## config.mk

```make
export PLATFORM = sky130hd
export DESIGN_NAME = ahb_bus_arbiter_flat
export DESIGN_NICKNAME = d
export VERILOG_FILES = /design/src/rtl/ahb_arb_pkg.sv /design/src/rtl/ahb_bus_arbiter_if.sv /design/src/rtl/ahb_rr_picker.sv /design/src/rtl/ahb_bus_arbiter.sv /design/src/flat_wrapper.sv
export SDC_FILE = /design/constraint.sdc
export NUM_CORES = 1
export LEC_CHECK = 0
export CAP_MARGIN = 20
export CORE_ASPECT_RATIO = 1.1
export CORE_MARGIN = 2
export CORE_UTILIZATION = 32
export DETAILED_ROUTE_END_ITERATION = 8
export SYNTH_ARGS = -nofsm -noshare
export SYNTH_HDL_FRONTEND = slang
export SYNTH_HIERARCHICAL = 1
export SYNTH_SLANG_ARGS = --single-unit
```

## constraint.sdc

```tcl
create_clock -name HCLK -period 4.5 [get_ports HCLK]
set_clock_uncertainty 0.2 [all_clocks]
set_input_delay 0.675 -clock HCLK [delete_from_list [all_inputs] [get_ports HCLK]]
set_output_delay 0.675 -clock HCLK [all_outputs]
set_load 0.01 [all_outputs]
```

## src/rtl/ahb_arb_pkg.sv

```systemverilog
// rtl/ahb_arb_pkg.sv - AHB arbiter encodings, FSM states and burst constants
package ahb_arb_pkg;

   localparam logic [1:0] HTRANS_IDLE   = 2'b00;
   localparam logic [1:0] HTRANS_BUSY   = 2'b01;
   localparam logic [1:0] HTRANS_NONSEQ = 2'b10;
   localparam logic [1:0] HTRANS_SEQ    = 2'b11;

   localparam logic [2:0] HBURST_SINGLE = 3'b000;
   localparam logic [2:0] HBURST_INCR4  = 3'b011;

   localparam int INCR4_BEATS = 4;

   typedef enum logic [1:0] {
      ARB_IDLE  = 2'd0,
      ARB_OWN   = 2'd1,
      ARB_BURST = 2'd2
   } arb_state_e;

endpackage

```

## src/rtl/ahb_bus_arbiter_if.sv

```systemverilog
// rtl/ahb_bus_arbiter_if.sv - arbiter bus bundle; HLOCK/HMASTLOCK exist only with AHB_ARB_LOCK_EN
interface ahb_bus_arbiter_if #(
   parameter int NUM_MASTERS = 4
);
   logic [NUM_MASTERS-1:0]         HBUSREQ;
   logic [1:0]                     HTRANS;
   logic [2:0]                     HBURST;
   logic                           HREADY;
   logic [NUM_MASTERS-1:0]         HGRANT;
   logic [$clog2(NUM_MASTERS)-1:0] HMASTER;
`ifdef AHB_ARB_LOCK_EN
   logic [NUM_MASTERS-1:0]         HLOCK;
   logic                           HMASTLOCK;

   modport master (output HBUSREQ, HLOCK, HTRANS, HBURST, HREADY,
                   input  HGRANT, HMASTER, HMASTLOCK);
   modport slave  (input  HBUSREQ, HLOCK, HTRANS, HBURST, HREADY,
                   output HGRANT, HMASTER, HMASTLOCK);
`else
   modport master (output HBUSREQ, HTRANS, HBURST, HREADY,
                   input  HGRANT, HMASTER);
   modport slave  (input  HBUSREQ, HTRANS, HBURST, HREADY,
                   output HGRANT, HMASTER);
`endif
endinterface

```

## src/rtl/ahb_rr_picker.sv

```systemverilog
// rtl/ahb_rr_picker.sv - combinational round-robin search starting after last_idx
module ahb_rr_picker #(
   parameter int N = 4
) (
   input  logic [N-1:0]         req,
   input  logic [$clog2(N)-1:0] last_idx,
   output logic [$clog2(N)-1:0] win_idx,
   output logic                 win_valid
);
   localparam int W = $clog2(N);

   int cand;

   // walk last+1 .. last+N (wrapping) so last_idx itself is checked last
   always_comb begin
      win_idx   = '0;
      win_valid = 1'b0;
      cand      = 0;
      for (int i = 1; i <= N; i++) begin
         cand = (int'(last_idx) + i) % N;
         if (!win_valid && req[cand[W-1:0]]) begin
            win_valid = 1'b1;
            win_idx   = cand[W-1:0];
         end
      end
   end
endmodule

```

## src/rtl/ahb_bus_arbiter.sv

```systemverilog
// rtl/ahb_bus_arbiter.sv - round-robin AHB-Lite arbiter with INCR4 protection; optional AHB_ARB_LOCK_EN
module ahb_bus_arbiter
   import ahb_arb_pkg::*;
#(
   parameter int NUM_MASTERS    = 4,
   parameter int DEFAULT_MASTER = 0
) (
   input logic              HCLK,
   input logic              HRESET,
   ahb_bus_arbiter_if.slave bus
);
   localparam int            W       = $clog2(NUM_MASTERS);
   localparam logic [W-1:0]  DEF_IDX = W'(DEFAULT_MASTER);
   localparam logic [1:0]    LAST_BEAT = 2'(INCR4_BEATS - 1);

   arb_state_e             state_q, state_d;
   logic [1:0]             beat_cnt_q, beat_cnt_d;
   logic [W-1:0]           grant_q, grant_d;
   logic [W-1:0]           hmaster_q, hmaster_d;
   logic [W-1:0]           pick_idx;
   logic                   pick_valid;
   logic                   rearb;
   logic                   lock_hold;
   logic [NUM_MASTERS-1:0] hgrant;

   ahb_rr_picker #(.N(NUM_MASTERS)) u_picker (
      .req       (bus.HBUSREQ),
      .last_idx  (grant_q),
      .win_idx   (pick_idx),
      .win_valid (pick_valid)
   );

`ifdef AHB_ARB_LOCK_EN
   logic hmastlock_q, hmastlock_d;
   // the registered lock bit keeps the grant for one more accepted beat after HLOCK drops
   assign lock_hold = bus.HLOCK[grant_q] | hmastlock_q;
`else
   assign lock_hold = 1'b0;
`endif

   // state register: FSM, beat counter, grant and address-phase owner
   always_ff @(posedge HCLK) begin
      if (HRESET) begin
         state_q    <= ARB_IDLE;
         beat_cnt_q <= '0;
         grant_q    <= DEF_IDX;
         hmaster_q  <= DEF_IDX;
`ifdef AHB_ARB_LOCK_EN
         hmastlock_q <= 1'b0;
`endif
      end else begin
         state_q    <= state_d;
         beat_cnt_q <= beat_cnt_d;
         grant_q    <= grant_d;
         hmaster_q  <= hmaster_d;
`ifdef AHB_ARB_LOCK_EN
         hmastlock_q <= hmastlock_d;
`endif
      end
   end

   // next state: everything advances only on accepted (HREADY=1) cycles
   always_comb begin
      state_d    = state_q;
      beat_cnt_d = beat_cnt_q;
      grant_d    = grant_q;
      hmaster_d  = hmaster_q;
      rearb      = 1'b0;
`ifdef AHB_ARB_LOCK_EN
      hmastlock_d = hmastlock_q;
`endif
      if (bus.HREADY) begin
         hmaster_d = grant_q;
`ifdef AHB_ARB_LOCK_EN
         hmastlock_d = bus.HLOCK[grant_q];
`endif
         case (state_q)
            ARB_IDLE: rearb = pick_valid;
            ARB_OWN: begin
               if (bus.HTRANS == HTRANS_NONSEQ && bus.HBURST == HBURST_INCR4) begin
                  state_d    = ARB_BURST;
                  beat_cnt_d = 2'd1;
               end else begin
                  rearb = !lock_hold;
               end
            end
            ARB_BURST: begin
               if (bus.HTRANS == HTRANS_SEQ) begin
                  if (beat_cnt_q == LAST_BEAT) begin
                     rearb      = 1'b1;
                     beat_cnt_d = '0;
                  end else begin
                     beat_cnt_d = beat_cnt_q + 2'd1;
                  end
               end else if (bus.HTRANS != HTRANS_BUSY) begin
                  rearb      = 1'b1;
                  beat_cnt_d = '0;
               end
            end
            default: begin
               state_d    = ARB_IDLE;
               beat_cnt_d = '0;
            end
         endcase
         if (rearb) begin
            if (pick_valid) begin
               grant_d = pick_idx;
               state_d = ARB_OWN;
            end else begin
               grant_d = DEF_IDX;
               state_d = ARB_IDLE;
            end
         end
      end
   end

   // outputs: one-hot grant decoded straight from the grant register
   always_comb begin
      hgrant          = '0;
      hgrant[grant_q] = 1'b1;
      bus.HGRANT      = hgrant;
      bus.HMASTER     = hmaster_q;
`ifdef AHB_ARB_LOCK_EN
      bus.HMASTLOCK   = hmastlock_q;
`endif
   end
endmodule

```

## src/flat_wrapper.sv

```systemverilog
// flat-port wrapper written by rule: the top's interface ports become plain ports
module ahb_bus_arbiter_flat import ahb_arb_pkg::*;
#(
   parameter int NUM_MASTERS    = 4,
   parameter int DEFAULT_MASTER = 0
)
  (HCLK, HRESET, bus_HBUSREQ, bus_HTRANS, bus_HBURST, bus_HREADY, bus_HGRANT, bus_HMASTER);
  ahb_bus_arbiter_if #(.NUM_MASTERS(NUM_MASTERS)) bus_i ();
  input logic HCLK;
  input logic HRESET;
  input wire logic [$bits(bus_i.HBUSREQ)-1:0] bus_HBUSREQ;
  input wire logic [$bits(bus_i.HTRANS)-1:0] bus_HTRANS;
  input wire logic [$bits(bus_i.HBURST)-1:0] bus_HBURST;
  input wire logic [$bits(bus_i.HREADY)-1:0] bus_HREADY;
  output wire logic [$bits(bus_i.HGRANT)-1:0] bus_HGRANT;
  output wire logic [$bits(bus_i.HMASTER)-1:0] bus_HMASTER;
  assign bus_i.HBUSREQ = bus_HBUSREQ;
  assign bus_i.HTRANS = bus_HTRANS;
  assign bus_i.HBURST = bus_HBURST;
  assign bus_i.HREADY = bus_HREADY;
  assign bus_HGRANT = bus_i.HGRANT;
  assign bus_HMASTER = bus_i.HMASTER;
  ahb_bus_arbiter #(.NUM_MASTERS(NUM_MASTERS), .DEFAULT_MASTER(DEFAULT_MASTER)) u_core (.HCLK(HCLK), .HRESET(HRESET), .bus(bus_i));
endmodule
```

==> impl_metrics.py, run 1 <==
metrics = {
    "setup_path": {
        "critPathMaxStageDelay_ps": 550,
        "cp.arrival_ps": 1520,
        "slowest_stage": "dfxtp_1",
        "critical-path-top-delay-family": "flip-flops",
        "worstPathCellList": "nor2b_1 -> clkdlybuf4s50_1",
        "crit_fanout": 12,
        "path_buf_inv": 1,
        "path_class": "flip-flop to output pin",
        "cp.required_ps": 3620,
        "end_kind": "output pin",
        "critPathLaunchType": "flip-flop",
    },
    "placed_design": {
        "dpl-instance-area_um2": 813,
        "dp_hpwl_um": 1060,
        "portBuffers": 17,
        "gp_congestion": 0.681,
        "pre_cts_slack_ps": 1840,
        "placed_cells": 111,
    },
    "logic_synthesis": {
        "syn_area_per_cell_um2": 8.11,
        "synthXorXnorAreaFrac_pct": 0,
        "netlist_instances": 77,
        "yosys.area_share.simple_pct": 34.7,
        "synth_top_family_by_area": "simple AND/OR/NAND/NOR gates",
        "synth_nets": 94,
        "yosys.area_share.adder_pct": 10.0,
        "synth-compound-area-share_pct": 20.2,
        "ys_types": 28,
        "synth.area.mux_share_pct": 6.41,
        "synth-seq-cells": 8,
        "synth_area_um2": 624,
        "yosysWarnings": 6,
        "ys_seq_area_share_pct": 25.7,
    },
    "cts": {
        "clk_latency_ps": 260,
        "cts_setup_buffers": 0,
        "numCtsBuffers": 3,
        "htree_levels": 1,
        "cts_tree": "built",
        "ctsResizeCount": 0,
        "cts.path.max_buffers": 2,
        "cts_hold_buf": 0,
        "clock-sinks": 8,
        "cts_root_buf": "clkbuf_4",
        "cts.reportedPaths.clkPinSlew_ps": 60,
    },
    "finish": {
        "syn2layout_area_growth_pct": 33.9,
        "nNetsFinal": 115,
        "antenna_cells": 0,
        "fin_area_um2": 836,
        "post-route-util_pct": 46.4,
        "final_layout_size_suffix_gt1_share_pct": 7.29,
        "final_cells": 114,
    },
    "route": {
        "drc_errors": 0,
        "num_vias": 607,
        "ant_nets": 0,
        "routed_wl_um": 1350,
        "drt_iter0_markers": 10,
        "dr.pass1.iters": 2,
        "vias_per_cell": 5.32,
        "wl_per_cell_um": 11.9,
    },
    "floorplanning": {
        "die_area_mm2": 0.00232,
        "rows": 16,
        "die_height_um": 50.3,
        "initial_core_util_pct": 34.7,
        "coreArea_mm2": 0.00180,
        "die_width_um": 46.1,
        "ios": 18,
    },
    "sta": {
        "fmax_mhz": 417,
        "maxSlewHeadroom_pct": 57.4,
        "period_needed_ps": 2400,
        "setup_ws_ps": 2100,
        "period_share_pct": 53.3,
        "finalSetupViolations": 0,
        "rsz0062_at_grt": "no",
        "tightest_slew_ps": 630,
        "setup_tns_ps": 0,
        "hold_viol": 0,
        "slew_violations": 0,
        "holdWs_ps": 287,
    },
    "power_and_ir_drop": {
        "leakage_nw": 0.331,
        "power_density_mw_per_mm2": 255,
        "p_total_mw": 0.213,
        "ir_drop_v": 0.000158,
    },
    "min_path": {
        "hp-class": "flip-flop to flip-flop",
    },
    "grt": {
        "grt_pass1_vias": 569,
        "track_usage_pct": 13.7,
        "grt_pass1_wl_um": 2300,
        "grt_max_degree": 13,
        "grt_overflow": 0,
        "antenna_found_initial": 0,
    },
    "run_status": {
        "status": "completed",
    },
    "run": {
        "drv_cap": 0,
    },
}
layout by cell type (no fill, tap or decap):
cell type / netlist / final
a21oi_1: 4 / 4
a21oi_2: 1 / 1
a31oi_1: 1 / 1
and2_1: 3 / 3
and2b_1: 1 / 1
and3_1: 2 / 2
clkbuf_4: 0 / 3
clkdlybuf4s50_1: 0 / 17
dfxtp_1: 8 / 8
ha_1: 5 / 5
inv_1: 4 / 4
mux2i_1: 4 / 4
nand2_1: 6 / 6
nand2b_1: 4 / 4
nand2b_4: 1 / 1
nand3_1: 1 / 1
nand4b_1: 2 / 2
nor2_1: 8 / 8
nor2b_1: 5 / 5
nor4_1: 1 / 1
o21a_1: 1 / 1
o21ai_0: 4 / 4
o221ai_2: 1 / 1
o311ai_0: 1 / 1
o31a_1: 2 / 2
o31ai_1: 3 / 3
or3b_2: 1 / 1
or4_1: 1 / 1
or4b_1: 1 / 1
final cells by class:
type	instances	area, um2
clock buffer	3	22.5
fill	203	966
inverter	4	15.0
multi-input combinational	64	445
sequential	8	160
tap	18	22.5
timing repair buffer	17	170
flip-flops by register name (all words and copies together) (netlist names):
| signal | cells |
|---|---|
| u_core/beat_cnt_q | 2 |
| u_core/state_q | 2 |
| u_core/bus.HMASTER | 2 |
| u_core/grant_q | 2 |
layer usage:
metal,routed length (um),GRT usage [%]
met5,0,0
met4,17,5.71
met3,43,5.40
met2,634,19.7
met1,657,17.7
cells by family after synthesis:
| kind of cell | Yosys count |
|---|---|
| multiplexers | 4 |
| AO/OA/AOI/OAI | 18 |
| buffers and inverters | 5 |
| flip-flops | 8 |
| adder cells (fa/ha/maj) | 5 |
| AND/OR/NAND/NOR | 37 |
where the power goes:
group          leakage, nW  internal [mW]  switching [mW]
sequential          0.0652         0.0761         0.00866
combinational        0.252         0.0399          0.0318
clock               0.0138         0.0307          0.0263
total                0.331          0.147          0.0667
final timing paths:
| check | start | end | slack [ps] | depth (start not counted) |
|---|---|---|---|---|
| setup / recovery | u_core/grant_q[1] | bus_HGRANT[2] | 2100 | 2 |
| hold / removal | u_core/beat_cnt_q[1] | u_core/beat_cnt_q[1] | 290 | 2 |
| setup reg to reg | u_core/state_q[0] | u_core/state_q[0] | 2510 | 6 |
| hold reg to reg | u_core/beat_cnt_q[1] | u_core/beat_cnt_q[1] | 290 | 2 |
synth_stat cells:
| master | count | area (um2) |
|---|---|---|
| dfxtp_1 | 8 | 160 |
| nor2_1 | 8 | 30.0 |
| nand2_1 | 6 | 22.5 |
| ha_1 | 5 | 62.6 |
| nor2b_1 | 5 | 31.3 |
| a21oi_1 | 4 | 20.0 |
| inv_1 | 4 | 15.0 |
| mux2i_1 | 4 | 40.0 |
| nand2b_1 | 4 | 25.0 |
| o21ai_0 | 4 | 20.0 |
| and2_1 | 3 | 18.8 |
| o31ai_1 | 3 | 22.5 |
| and3_1 | 2 | 12.5 |
| nand4b_1 | 2 | 17.5 |
| o31a_1 | 2 | 17.5 |
| a21oi_2 | 1 | 8.76 |
| a31oi_1 | 1 | 6.26 |
| and2b_1 | 1 | 7.51 |
| clkbuf_1 | 1 | 3.75 |
| nand2b_4 | 1 | 13.8 |
| nand3_1 | 1 | 5.00 |
| nor4_1 | 1 | 6.26 |
| o21a_1 | 1 | 7.51 |
| o221ai_2 | 1 | 15.0 |
| o311ai_0 | 1 | 8.76 |
| or3b_2 | 1 | 8.76 |
| or4_1 | 1 | 7.51 |
| or4b_1 | 1 | 10.0 |
worst reg2reg max path, stage by stage, from the launching register on:
cell and delay [ps]:
dfxtp_1 370, inv_1 90, ha_1 240, and3_1 200
o31ai_1 390, and2_1 250, mux2i_1 180
Power figures use the tool's default switching activity.
==> inputs of run 2 (changes only) <==
clock period = 2.45 ns   (was 4.5 ns; I/O delays follow)
==> run 2 against run 1 <==
  * Global-route usage fell by 0.30 points
  * Sequential power rose by 83%
  * Worst setup slack got worse by 1700 ps
  * Non-clock buffer count did not move
  * Largest cell class unchanged
==> impl_metrics.py, run 2 (same netlist as run 1, synthesis figures left out) <==
metrics = {
    "setup_path": {
        "r2r-start": "u_core/state_q[0]",
        "reg2regPathDepth": 6,
        "path_buf_inv": 1,
        "cp.arrival_ps": 2050,
        "reg2reg_slack_ps": 500,
        "crit_top_cell": "and2_1",
        "critPathMaxStageDelay_ps": 450,
        "path_class": "primary input to flip-flop",
        "end_kind": "flip-flop",
        "critPathLaunchType": "primary input",
        "r2r-end": "u_core/state_q[0]",
        "crit_fanout": 4,
        "cp.required_ps": 2430,
        "critical-path-top-delay-family": "simple AND/OR/NAND/NOR gates",
        "worstPathCellList": "clkdlybuf4s50_1 -> nor2_1 -> nand2_1 -> and2_1 -> o31ai_1 -> and2_1 -> mux2i_1",
        "crit_cells": 7,
        "slowest_stage": "clkdlybuf4s50_1",
    },
    "route": {
        "drc_errors": 0,
        "wl_per_cell_um": 11.4,
        "ant_nets": 0,
        "dr.pass1.iters": 4,
        "drt_iter0_markers": 8,
        "num_vias": 596,
        "routed_wl_um": 1290,
        "vias_per_cell": 5.23,
    },
    "grt": {
        "grt_pass1_wl_um": 2300,
        "grt_max_degree": 13,
        "grt_overflow": 0,
        "antenna_found_initial": 0,
        "track_usage_pct": 13.4,
        "grt_pass1_vias": 576,
    },
    "cts": {
        "cts_setup_buffers": 0,
        "htree_levels": 1,
        "clock-sinks": 8,
        "numCtsBuffers": 3,
        "cts.path.max_buffers": 2,
        "ctsResizeCount": 0,
        "cts_tree": "built",
        "cts_hold_buf": 0,
        "cts_root_buf": "clkbuf_4",
        "cts.reportedPaths.clkPinSlew_ps": 50,
        "clk_latency_ps": 250,
    },
    "power_and_ir_drop": {
        "swShare_pct": 30.3,
        "switching_power_mw": 0.117,
        "power_frac_comb_pct": 34.2,
        "pwr-share-clk_pct": 25.6,
        "intPower_mw": 0.269,
        "leakage_nw": 0.331,
        "power_density_mw_per_mm2": 462,
        "ir_drop_v": 0.000241,
        "seqPwrFrac_pct": 40.2,
    },
    "min_path": {
        "hold_start": "u_core/beat_cnt_q[1]",
        "hp-class": "flip-flop to flip-flop",
        "whs_path_depth": 2,
        "holdPathEnd": "u_core/beat_cnt_q[1]",
    },
    "sta": {
        "fmax_mhz": 483,
        "setup_ws_ps": 380,
        "tightest_slew_ps": 599,
        "finalSetupViolations": 0,
        "rsz0062_at_grt": "no",
        "hold_viol": 0,
        "slew_violations": 0,
        "setup_tns_ps": 0,
        "period_share_pct": 84.5,
        "maxSlewHeadroom_pct": 59.5,
        "period_needed_ps": 2070,
    },
    "floorplanning": {
        "coreArea_mm2": 0.00180,
        "die_area_mm2": 0.00232,
        "die_height_um": 50.3,
        "ios": 18,
        "initial_core_util_pct": 34.7,
        "die_width_um": 46.1,
        "rows": 16,
    },
    "finish": {
        "layout_common_cells": "17 x clkdlybuf4s50_1, 8 x nor2_1, 8 x dfxtp_1",
        "nNetsFinal": 115,
        "syn2layout_area_growth_pct": 33.9,
        "final_common_cell": "clkdlybuf4s50_1",
        "final_layout_size_suffix_gt1_share_pct": 7.29,
        "antenna_cells": 0,
        "nFillCells": 191,
    },
    "run": {
        "drv_cap": 0,
    },
    "run_status": {
        "status": "completed",
    },
    "placed_design": {
        "dp_hpwl_um": 1020,
        "gp_congestion": 0.680,
        "pre_cts_slack_ps": 117,
        "portBuffers": 17,
    },
}
-- run 2: per-layer routing --
| metal | vias to the layer above | global-route usage, % | wire, um |
|---|---|---|---|
| li1 | 317 | - | - |
| met1 | 269 | 17.4 | 615 |
| met2 | 10 | 20.4 | 630 |
| met3 | 0 | 5.40 | 47 |
| met4 | 0 | 2.86 | 0 |
| met5 | - | 0 | 0 |
-- run 2: worst max path at each step --
stage | from | slack [ps] | end
after detailed placement | bus_HBUSREQ[3] | 120 | u_core/state_q[0]
after global placement | bus_HBUSREQ[1] | 170 | u_core/state_q[0]
final | bus_HBUSREQ[3] | 380 | u_core/state_q[0]
after CTS | u_core/grant_q[1] | 350 | bus_HGRANT[2]
after floorplan | u_core/state_q[0] | 660 | u_core/state_q[0]
after global routing | bus_HTRANS[1] | 160 | u_core/state_q[0]
-- run 2: power groups by stage --
stage	Sequential (mW)	Clock, mW	Combinational [mW]
floorplan	0.155	0	0.0757
global placement	0.158	0	0.132
detailed placement	0.158	0	0.132
CTS	0.155	0.107	0.132
global route	0.158	0.113	0.147
finish	0.155	0.0989	0.132
-- run 2: metrics by stage --
stage	util [%]	hold WS (ps)	area [um2]	cells	power (mW)
6_report	46.4	287	836	114	0.386
5_1_grt	46.4	318	836	114	0.417
4_1_cts	46.4	287	836	114	0.395
3_5_place_dp	45.1	277	813	111	0.290
3_3_place_gp	45.1	276	813	111	0.290
2_1_floorplan	-	253	624	77	0.230
-- run 2: final cells by class --
type	instances	area (um2)	share of cell area, %
multi-input cells	64	445	53.3
inverters	4	15.0	1.80
clock buffers	3	22.5	2.69
well taps	18	22.5	2.69
repair buffers	17	170	20.4
flip-flops and latches	8	160	19.2
-- run 2: tightest hold or removal path: stages, from the launching register on --
cell and delay, ps:
dfxtp_1 310, o21ai_0 70, a21oi_1 60
